**src/rtl/pop_ui_pkg.sv**
```systemverilog
// Shared front-panel timing constants and channel state type for the POP user interface.
package pop_ui_pkg;

    localparam int unsigned DEF_NUM_BUTTONS        = 6;
    localparam int unsigned DEF_TICK_DIV           = 250;
    localparam int unsigned DEF_DEBOUNCE_TICKS     = 50;
    localparam int unsigned DEF_REPEAT_DELAY_TICKS = 5000;
    localparam int unsigned DEF_REPEAT_RATE_TICKS  = 1000;

    typedef enum logic [1:0] {IDLE, HELD, REPEAT} ch_state_e;

    function automatic int unsigned max_u(input int unsigned a, input int unsigned b);
        return (a > b) ? a : b;
    endfunction

endpackage

```
**src/rtl/button_conditioner_if.sv**
```systemverilog
// Button-side signal bundle: raw pins and repeat enables in, conditioned levels and strobes out.
interface button_conditioner_if
    import pop_ui_pkg::*;
#(
    parameter int unsigned NUM_BUTTONS = DEF_NUM_BUTTONS
);
    logic [NUM_BUTTONS-1:0] buttons_n;
    logic [NUM_BUTTONS-1:0] repeat_en;
    logic [NUM_BUTTONS-1:0] level;
    logic [NUM_BUTTONS-1:0] press_pulse;
    logic [NUM_BUTTONS-1:0] release_pulse;
    logic [NUM_BUTTONS-1:0] action_pulse;
    logic                   tick;

    modport slave (
        input  buttons_n, repeat_en,
        output level, press_pulse, release_pulse, action_pulse, tick
    );

    modport master (
        output buttons_n, repeat_en,
        input  level, press_pulse, release_pulse, action_pulse, tick
    );
endinterface

```
**src/rtl/button_channel.sv**
```systemverilog
// One button channel: tick-based debounce, IDLE/HELD/REPEAT hold tracking and registered strobes.
module button_channel
    import pop_ui_pkg::*;
#(
    parameter int unsigned DEBOUNCE_TICKS     = DEF_DEBOUNCE_TICKS,
    parameter int unsigned REPEAT_DELAY_TICKS = DEF_REPEAT_DELAY_TICKS,
    parameter int unsigned REPEAT_RATE_TICKS  = DEF_REPEAT_RATE_TICKS
) (
    input  logic clk_2M5,
    input  logic reset_n,
    input  logic tick_i,
    input  logic sync_i,
    input  logic repeat_en_i,
    output logic level_o,
    output logic press_o,
    output logic release_o,
    output logic action_o
);
    localparam int unsigned DW = $clog2(DEBOUNCE_TICKS + 1);
    localparam int unsigned HW = $clog2(max_u(REPEAT_DELAY_TICKS, REPEAT_RATE_TICKS) + 1);
    localparam logic [HW-1:0] HOLD_MAX = '1;

    ch_state_e     state_q, state_d;
    logic [DW-1:0] db_cnt_q, db_cnt_d, db_inc;
    logic [HW-1:0] hold_cnt_q, hold_cnt_d, hold_inc;
    logic          level_q, level_d;
    logic          press_q, press_d, release_q, release_d, action_q, action_d;
    logic          rise, fall, rpt;

    always_comb begin
        level_d  = level_q;
        db_cnt_d = db_cnt_q;
        rise     = 1'b0;
        fall     = 1'b0;
        db_inc   = db_cnt_q + DW'(1);
        if (tick_i) begin
            if (sync_i == level_q) begin
                db_cnt_d = '0;
            end else if (db_inc == DW'(DEBOUNCE_TICKS)) begin
                level_d  = ~level_q;
                db_cnt_d = '0;
                rise     = ~level_q;
                fall     = level_q;
            end else begin
                db_cnt_d = db_inc;
            end
        end
    end

    // Release is tested before the repeat threshold so it wins on a shared tick.
    always_comb begin
        state_d    = state_q;
        hold_cnt_d = hold_cnt_q;
        rpt        = 1'b0;
        hold_inc   = (hold_cnt_q == HOLD_MAX) ? hold_cnt_q : hold_cnt_q + HW'(1);
        unique case (state_q)
            IDLE: begin
                if (rise) begin
                    state_d    = HELD;
                    hold_cnt_d = '0;
                end
            end
            HELD: begin
                if (fall) begin
                    state_d = IDLE;
                end else if (tick_i) begin
                    hold_cnt_d = hold_inc;
                    if (repeat_en_i && (hold_inc >= HW'(REPEAT_DELAY_TICKS))) begin
                        rpt        = 1'b1;
                        hold_cnt_d = '0;
                        state_d    = REPEAT;
                    end
                end
            end
            REPEAT: begin
                if (fall) begin
                    state_d = IDLE;
                end else if (tick_i) begin
                    hold_cnt_d = hold_inc;
                    if (repeat_en_i && (hold_inc >= HW'(REPEAT_RATE_TICKS))) begin
                        rpt        = 1'b1;
                        hold_cnt_d = '0;
                    end
                end
            end
            default: state_d = IDLE;
        endcase
    end

    always_comb begin
        press_d   = rise;
        release_d = fall;
        action_d  = rise | rpt;
    end

    always_ff @(posedge clk_2M5 or negedge reset_n) begin
        if (!reset_n) begin
            state_q    <= IDLE;
            db_cnt_q   <= '0;
            hold_cnt_q <= '0;
            level_q    <= 1'b0;
            press_q    <= 1'b0;
            release_q  <= 1'b0;
            action_q   <= 1'b0;
        end else begin
            state_q    <= state_d;
            db_cnt_q   <= db_cnt_d;
            hold_cnt_q <= hold_cnt_d;
            level_q    <= level_d;
            press_q    <= press_d;
            release_q  <= release_d;
            action_q   <= action_d;
        end
    end

    assign level_o   = level_q;
    assign press_o   = press_q;
    assign release_o = release_q;
    assign action_o  = action_q;

endmodule

```
**src/rtl/button_conditioner.sv**
```systemverilog
// Front-panel button conditioner: two-flop synchroniser, shared sample-tick prescaler and
// one debounce/auto-repeat channel per button.
module button_conditioner
    import pop_ui_pkg::*;
#(
    parameter int unsigned NUM_BUTTONS        = DEF_NUM_BUTTONS,
    parameter int unsigned TICK_DIV           = DEF_TICK_DIV,
    parameter int unsigned DEBOUNCE_TICKS     = DEF_DEBOUNCE_TICKS,
    parameter int unsigned REPEAT_DELAY_TICKS = DEF_REPEAT_DELAY_TICKS,
    parameter int unsigned REPEAT_RATE_TICKS  = DEF_REPEAT_RATE_TICKS
) (
    input logic                 clk_2M5,
    input logic                 reset_n,
    button_conditioner_if.slave bus
);
    localparam int unsigned PW = $clog2(TICK_DIV);

    logic [NUM_BUTTONS-1:0] sync1_q, sync1_d, sync2_q, sync2_d;
    logic [PW-1:0]          presc_q, presc_d;
    logic                   tick;
    logic [NUM_BUTTONS-1:0] level_w, press_w, release_w, action_w;

    // Pins are active-low; inverting before the first flop makes reset mean "released".
    always_comb begin
        sync1_d = ~bus.buttons_n;
        sync2_d = sync1_q;
        tick    = (presc_q == PW'(TICK_DIV - 1));
        presc_d = tick ? '0 : presc_q + PW'(1);
    end

    always_ff @(posedge clk_2M5 or negedge reset_n) begin
        if (!reset_n) begin
            sync1_q <= '0;
            sync2_q <= '0;
            presc_q <= '0;
        end else begin
            sync1_q <= sync1_d;
            sync2_q <= sync2_d;
            presc_q <= presc_d;
        end
    end

    for (genvar i = 0; i < int'(NUM_BUTTONS); i++) begin : g_ch
        button_channel #(
            .DEBOUNCE_TICKS    (DEBOUNCE_TICKS),
            .REPEAT_DELAY_TICKS(REPEAT_DELAY_TICKS),
            .REPEAT_RATE_TICKS (REPEAT_RATE_TICKS)
        ) u_ch (
            .clk_2M5    (clk_2M5),
            .reset_n    (reset_n),
            .tick_i     (tick),
            .sync_i     (sync2_q[i]),
            .repeat_en_i(bus.repeat_en[i]),
            .level_o    (level_w[i]),
            .press_o    (press_w[i]),
            .release_o  (release_w[i]),
            .action_o   (action_w[i])
        );
    end

    assign bus.level         = level_w;
    assign bus.press_pulse   = press_w;
    assign bus.release_pulse = release_w;
    assign bus.action_pulse  = action_w;
    assign bus.tick          = tick;

endmodule
```
**src/flat_wrapper.sv**
```systemverilog
// flat-port wrapper written by rule: the top's interface ports become plain ports
module button_conditioner_flat import pop_ui_pkg::*;
#(
    parameter int unsigned NUM_BUTTONS        = DEF_NUM_BUTTONS,
    parameter int unsigned TICK_DIV           = DEF_TICK_DIV,
    parameter int unsigned DEBOUNCE_TICKS     = DEF_DEBOUNCE_TICKS,
    parameter int unsigned REPEAT_DELAY_TICKS = DEF_REPEAT_DELAY_TICKS,
    parameter int unsigned REPEAT_RATE_TICKS  = DEF_REPEAT_RATE_TICKS
)
  (clk_2M5, reset_n, bus_buttons_n, bus_repeat_en, bus_level, bus_press_pulse, bus_release_pulse, bus_action_pulse, bus_tick);
  button_conditioner_if #(.NUM_BUTTONS(NUM_BUTTONS)) bus_i ();
  input logic clk_2M5;
  input logic reset_n;
  input wire logic [$bits(bus_i.buttons_n)-1:0] bus_buttons_n;
  input wire logic [$bits(bus_i.repeat_en)-1:0] bus_repeat_en;
  output wire logic [$bits(bus_i.level)-1:0] bus_level;
  output wire logic [$bits(bus_i.press_pulse)-1:0] bus_press_pulse;
  output wire logic [$bits(bus_i.release_pulse)-1:0] bus_release_pulse;
  output wire logic [$bits(bus_i.action_pulse)-1:0] bus_action_pulse;
  output wire logic [$bits(bus_i.tick)-1:0] bus_tick;
  assign bus_i.buttons_n = bus_buttons_n;
  assign bus_i.repeat_en = bus_repeat_en;
  assign bus_level = bus_i.level;
  assign bus_press_pulse = bus_i.press_pulse;
  assign bus_release_pulse = bus_i.release_pulse;
  assign bus_action_pulse = bus_i.action_pulse;
  assign bus_tick = bus_i.tick;
  button_conditioner #(.NUM_BUTTONS(NUM_BUTTONS), .TICK_DIV(TICK_DIV), .DEBOUNCE_TICKS(DEBOUNCE_TICKS), .REPEAT_DELAY_TICKS(REPEAT_DELAY_TICKS), .REPEAT_RATE_TICKS(REPEAT_RATE_TICKS)) u_core (.clk_2M5(clk_2M5), .reset_n(reset_n), .bus(bus_i));
endmodule
```
**config.mk**
```make
export PLATFORM = sky130hd
export DESIGN_NAME = button_conditioner_flat
export DESIGN_NICKNAME = d
export VERILOG_FILES = /design/src/rtl/pop_ui_pkg.sv /design/src/rtl/button_conditioner_if.sv /design/src/rtl/button_channel.sv /design/src/rtl/button_conditioner.sv /design/src/flat_wrapper.sv
export SDC_FILE = /design/constraint.sdc
export NUM_CORES = 1
export LEC_CHECK = 0
export ABC_AREA = 1
export CAP_MARGIN = 10
export CORE_ASPECT_RATIO = 1.4
export CORE_MARGIN = 2
export CORE_UTILIZATION = 48
export CTS_CLUSTER_SIZE = 8
export DETAILED_ROUTE_END_ITERATION = 10
export PLACE_DENSITY = 0.63
export SYNTH_ARGS = -nofsm -noshare
export SYNTH_HDL_FRONTEND = slang
export SYNTH_SLANG_ARGS = --single-unit
```
**constraint.sdc**
```tcl
create_clock -name clk_2M5 -period 4.8 [get_ports clk_2M5]
set_input_delay 0.96 -clock clk_2M5 [delete_from_list [all_inputs] [get_ports clk_2M5]]
set_output_delay 0.96 -clock clk_2M5 [all_outputs]
set_load 0.02 [all_outputs]
```
After elaboration in Yosys (flattened, before gate mapping)
Index checks and enable logic that the tools add are counted.
{"block": "totals", "wordCells": 391, "n_memories": 0, "mem_bits_rw": 0, "reg_bits": 170, "latch_bits": 0, "romBits": 0}
{"block": "op_classes", "multipliers": 0, "addsub": 13, "div_mod_pow": 0, "bitwise_logic": 19, "shift": 0, "n_eq_ne": 79, "muxes": 181, "magnitude_cmp": 12, "reduce_logical": 42}
{"operator": "two-way mux 13 bit", "n": 48}
{"operator": "one-hot mux 13 bit (3 select lines)", "n": 6}
{"operator": "adder 13 x 1 -> 13 bit (second input constant)", "n": 6}
{"operator": "== test 13 bit (second input constant)", "n": 6}
{"operator": "greater-or-equal comparator 13 x 10 -> 1 bit (second input constant)", "n": 6}
{"operator": "greater-or-equal comparator 13 bit (second input constant)", "n": 6}
{"operator": "two-way mux 1 bit", "n": 72}
{"operator": "two-way mux 6 bit", "n": 12}
{"operator": "!= test 2 bit (second input constant)", "n": 36}
{"operator": "two-way mux 2 bit", "n": 30}
{"operator": "adder 6 x 1 -> 6 bit (second input constant)", "n": 6}
{"operator": "== test 6 bit (second input constant)", "n": 6}
{"operator": "!= test 3 bit (second input constant)", "n": 12}
{"operator": "one-hot mux 2 bit (3 select lines)", "n": 6}
{"operator": "AND reduction 6 bit", "n": 6}
{"operator": "AND reduction 4 bit", "n": 6}
{"operator": "AND reduction 3 bit", "n": 6}
{"operator": "nonzero test 3 bit", "n": 6}
{"operator": "== test 2 x 1 -> 1 bit (second input constant)", "n": 6}
{"operator": "== test 2 bit (second input constant)", "n": 6}
{"operator": "logical AND 1 bit", "n": 12}
{"operator": "logical NOT 2 bit", "n": 6}
{"operator": "inverter 1 bit", "n": 12}
{"operator": "one-hot mux 1 bit (2 select lines)", "n": 6}
{"operator": "other kinds (6)", "n": 16}

Depth between registers and ports, before layout
{"block": "logic_depth", "ltp_word": 9, "ltp_mapped": 17, "ltp_nobuf": 16}

Cells and area by module
A second synthesis with hierarchy kept.
{"block": "hier_totals", "hier_cells": 1733, "area_unflattened_um2": 11654.9}
{"mod": "button_channel (u_core.g_ch[0].u_ch ...)", "area_per_inst_um2": 1828.0, "seq_area_each_um2": 625.6, "n_inst": 5, "cells_each": 281}
{"mod": "button_channel (u_core.g_ch[5].u_ch)", "area_per_inst_um2": 1751.7, "seq_area_each_um2": 625.6, "n_inst": 1, "cells_each": 260}
{"mod": "button_conditioner", "area_per_inst_um2": 763.2, "seq_area_each_um2": 500.5, "n_inst": 1, "cells_each": 68}

Worst setup path before layout
Ideal clock, no wire load.
{"block": "synth_timing", "path_type": "register to output", "start": "reg u_core.presc_q[1]", "end": "out bus_tick", "path_slack_ns": 2.178, "t_arrival_ns": 1.662, "required_time_ns": 3.840, "path_buffers": 3, "stages_incl_launch_ff": 9, "path_cell_list": "dfrtp_1 inv_1 ha_1 nor3b_4 nand2_4 clkinv_4 buf_6 buf_2 buf_1"}
{"block": "synth_between", "elab_chain_len": 1}
{"element": "start, declared", "line_no": "button_conditioner.sv:19", "rtl": "logic [PW-1:0] presc_q, presc_d;"}
{"element": "start signal, assigned", "line_no": "button_conditioner.sv:39", "rtl": "presc_q <= presc_d;"}
{"element": "== test 8 bit", "line_no": "button_conditioner.sv:27", "rtl": "tick = (presc_q == PW'(TICK_DIV - 1));"}
{"element": "end, declared", "line_no": "flat_wrapper.sv:20", "rtl": "output wire logic [$bits(bus_i.tick)-1:0] bus_tick;"}
Every way passes these cells.

Final worst setup path
Same ends and word-level chain as after synthesis.

==> flow_summary.json <==
{
  "status": "finished, final reports clean",
  "ys.flop_type": "dfrtp_1",
  "synth_warnings": 0,
  "yosys.area_share.simple": 0.373,
  "grt_pass1_vias": 9151,
  "holdPathEnd": "u_core.sync2_q[2]$_DFF_PN0_",
  "max-cap-violations": 0,
  "dr.pass1.iters": 5,
  "path_max_fanout": 41,
  "postSynthCellCount": 1585,
  "holdPathStages": 0,
  "synth_xor_xnor_area_share": 0.0451,
  "worstSkewPairLatency_ns": 0.43,
  "cts_tree": "done",
  "syn_nets": 1637,
  "max_freq_mhz": 305,
  "dpl.hpwl_um": 16100,
  "synthArstFlopShare": 1.00,
  "crit_path_end_kind": "output pin",
  "min_period_over_period": 0.682,
  "p_int_w": 0.00214,
  "ctsResizeCount": 0,
  "synthDominantCellAreaShare": 0.384,
  "maxSlewViolCount": 0,
  "clk_pin_slew_ns": 0.07,
  "antenna_found_initial": 0,
  "regToRegSetupSlack_ns": 2.02,
  "synth_top_family_by_area": "simple AND/OR/NAND/NOR gates",
  "yosysSeqAreaShare": 0.384,
  "power_density_mw_per_mm2": 233,
  "cts_sinks": 170,
  "p_seq_frac": 0.514,
  "routedWlPerCell_um": 11.9,
  "r2r-start": "u_core.g_ch[4].u_ch.hold_cnt_q[0]$_DFFE_PN0P_",
  "reg2reg_depth": 12,
  "power_frac_clock": 0.468,
  "critPathSlowestCell": "clkdlybuf4s50_1",
  "cts-root-buf": "clkbuf_16",
  "num_io_pins": 39,
  "setup_viol": 0,
  "p_switching_w": 0.000659,
  "cp_slowest_stage_delay_ns": 0.68,
  "diodes": 0,
  "synth.avg_cell_area_um2": 6.98,
  "multi_input_area_mm2": 0.00571,
  "hold_class": "reg2reg",
  "rr_endpoint": "u_core.g_ch[4].u_ch.hold_cnt_q[5]$_DFFE_PN0P_",
  "place_congestion": 0.889,
  "syn_area_mm2": 0.0111,
  "post_drt_via_cell_ratio": 4.94,
  "num_rows": 65,
  "min-delay-start": "u_core.sync1_q[2]$_DFF_PN0_",
  "grt_max_degree": 113,
  "clk_path_buf_depth": 2,
  "core_mm2": 0.0226,
  "muxShareOfSynthArea": 0.00554,
  "crit_chain": "inv_1, ha_1, nor3b_4, nand2_4, clkinv_4, clkdlybuf4s50_1",
  "fin_skew_ns": 0.00647,
  "die_area_mm2": 0.0243,
  "synth.top_cells.by_area": "dfrtp_1 38%, nand2_1 19%, nor2_1 6.6%, inv_1 6.3%, nand3_1 5.4%",
  "postRouteAntennaNets": 0,
  "leakagePower_nw": 6.96,
  "fp.dieW_um": 132,
  "synth_top_area_cell": "dfrtp_1",
  "drive_above_1_share": 0.0581,
  "port_buffers": 38,
  "critical_path_arrival_ns": 2.31,
  "critical_path_required_ns": 3.84,
  "tns_ns": 0,
  "die_y_um": 184,
  "max-vdd-ir-drop_v": 0.000255,
  "fill_cells": 2306,
  "initialDrtViolationCount": 448,
  "relSlewSlack": 0.402,
  "worst_slew_pin_slew_ns": 0.898,
  "syn_to_final_growth_pct": 8.72,
  "cts_hold_buf": 0,
  "combinationalPowerShare": 0.018,
  "regArea_mm2": 0.00425,
  "cp-start-kind": "register",
  "ys_ff_latch": 170,
  "vias": 9392,
  "grt_overflow": 0,
  "post-route-drc-count": 0,
  "grt_util_all_layers": 0.198,
  "num-nets-final": 1641,
  "grt_setup_unrepaired": "false",
  "yosys.area_share.adder": 0.0430,
  "critPathKind": "reg2out",
  "synth-compound-area-share": 0.0497,
  "finalHoldViolCount": 0,
  "postCtsSetupBuffers": 0,
  "p_sw_frac": 0.235,
  "synth_edf_count": 0,
  "ys_types": 45,
  "grt_pass1_wl_um": 40400,
  "initial_core_util": 0.490,
  "htreeDepth": 4,
  "cts_buffers": 17,
  "whs_ns": 0.350,
  "period_minus_slack_ns": 3.27,
  "drt-total-wl_um": 22600
}
-- cell type report --
cell class	count	area share
multi-input combinational	1169	0.475
sequential	170	0.354
inverter	191	0.0600
clock buffer	19	0.0368
timing repair buffer	40	0.0342
tap	301	0.0313
clock inverter	13	0.00925
-- kinds of logic after synthesis --
logic type / after synthesis
fa+ha+maj: 38
xor+xnor: 57
simple gates: 977
mux: 6
compound gates: 91
flops: 170
buf+inv: 246
-- worst max-delay path, delay by kind of cell, from the launching register on --
family	cells	cell delay, ns
simple gates	2	0.32
flops	1	0.40
buf+inv	3	1.02
fa+ha+maj	1	0.13
-- per-stage QoR --
stage                     power, W  setup WS [ns]  cells  utilization  cell area (µm²)
final                      0.00280           1.53   1903        0.532            12000
after global routing       0.00292           1.37   1903        0.532            12000
after CTS                  0.00285           1.49   1903        0.532            12000
after detailed placement   0.00152           1.97   1871        0.508            11500
after global placement     0.00152           1.99   1871        0.508            11500
after floorplan            0.00147           2.18   1585            -            11100
-- metal layers --
layer / share of wire / global-route usage
met5: 0 / 0
met3: 0.018 / 0.0309
met2: 0.52 / 0.369
met4: 0.016 / 0.0624
met1: 0.45 / 0.231
-- Yosys cell counts, types with 15 or more instances --
library cell    n
nor2_1        195
xor2_1         39
dfrtp_1       170
xnor2_1        18
ha_1           38
o21ai_0        22
nand4_1        25
inv_1         187
buf_4          31
a21oi_1        21
nand2_1       572
nand3_1       120
o22ai_1        15
-- sequential cells by signal, summed over array words and instances, names as in the netlist, 8 cells and up --
| name | count |
|---|---|
| u_core.g_ch.u_ch.state_q | 12 |
| u_core.g_ch.u_ch.db_cnt_q | 36 |
| u_core.g_ch.u_ch.hold_cnt_q | 78 |
| u_core.presc_q | 8 |
-- power groups by stage --
stage | Combinational, W | Sequential (W) | Clock, W
after floorplan | 0.00000883 | 0.00147 | 0
after global placement | 0.0000548 | 0.00147 | 0
after detailed placement | 0.0000552 | 0.00147 | 0
after CTS | 0.0000554 | 0.00144 | 0.00136
after global routing | 0.0000606 | 0.00144 | 0.00142
final | 0.0000513 | 0.00144 | 0.00131
-- cell usage in the layout, fill, tap and decap left out, types with 3 or more instances in the layout --
master and instances:
nand2_1 572, nor2_1 195, nand2_2 10, clkbuf_16 17, xor2_1 39, ha_1 38
nand3b_1 8, inv_2 3, nand3_1 120, nand3_2 6, o31ai_1 3, a31o_2 4
inv_6 4, dfrtp_1 170, nand4_2 4, o22ai_1 15, o21ai_0 22, mux2i_1 5
o311ai_0 3, inv_1 187, or2_2 11, clkinvlp_4 3, clkdlybuf4s50_1 37, o21ai_1 10
a21oi_1 21, xnor2_1 18, nor2_2 11, nor3_1 7, clkinv_4 4, o32ai_1 3
nand4_1 25, o21bai_1 6
-- how the worst max path moves through the flow --
| stage | from | endpoint | cells after the start |
|---|---|---|---|
| 6_report | u_core.presc_q[1]$_DFF_PN0_ | bus_tick | 6 |
| 5_1_grt | u_core.presc_q[1]$_DFF_PN0_ | bus_tick | 6 |
| 4_1_cts | u_core.presc_q[1]$_DFF_PN0_ | bus_tick | 6 |
| 3_5_place_dp | u_core.presc_q[1]$_DFF_PN0_ | bus_tick | 6 |
| 3_3_place_gp | u_core.presc_q[1]$_DFF_PN0_ | bus_tick | 6 |
| 2_1_floorplan | u_core.presc_q[1]$_DFF_PN0_ | bus_tick | 8 |
Note: power is estimated with default switching activity, not from simulation.
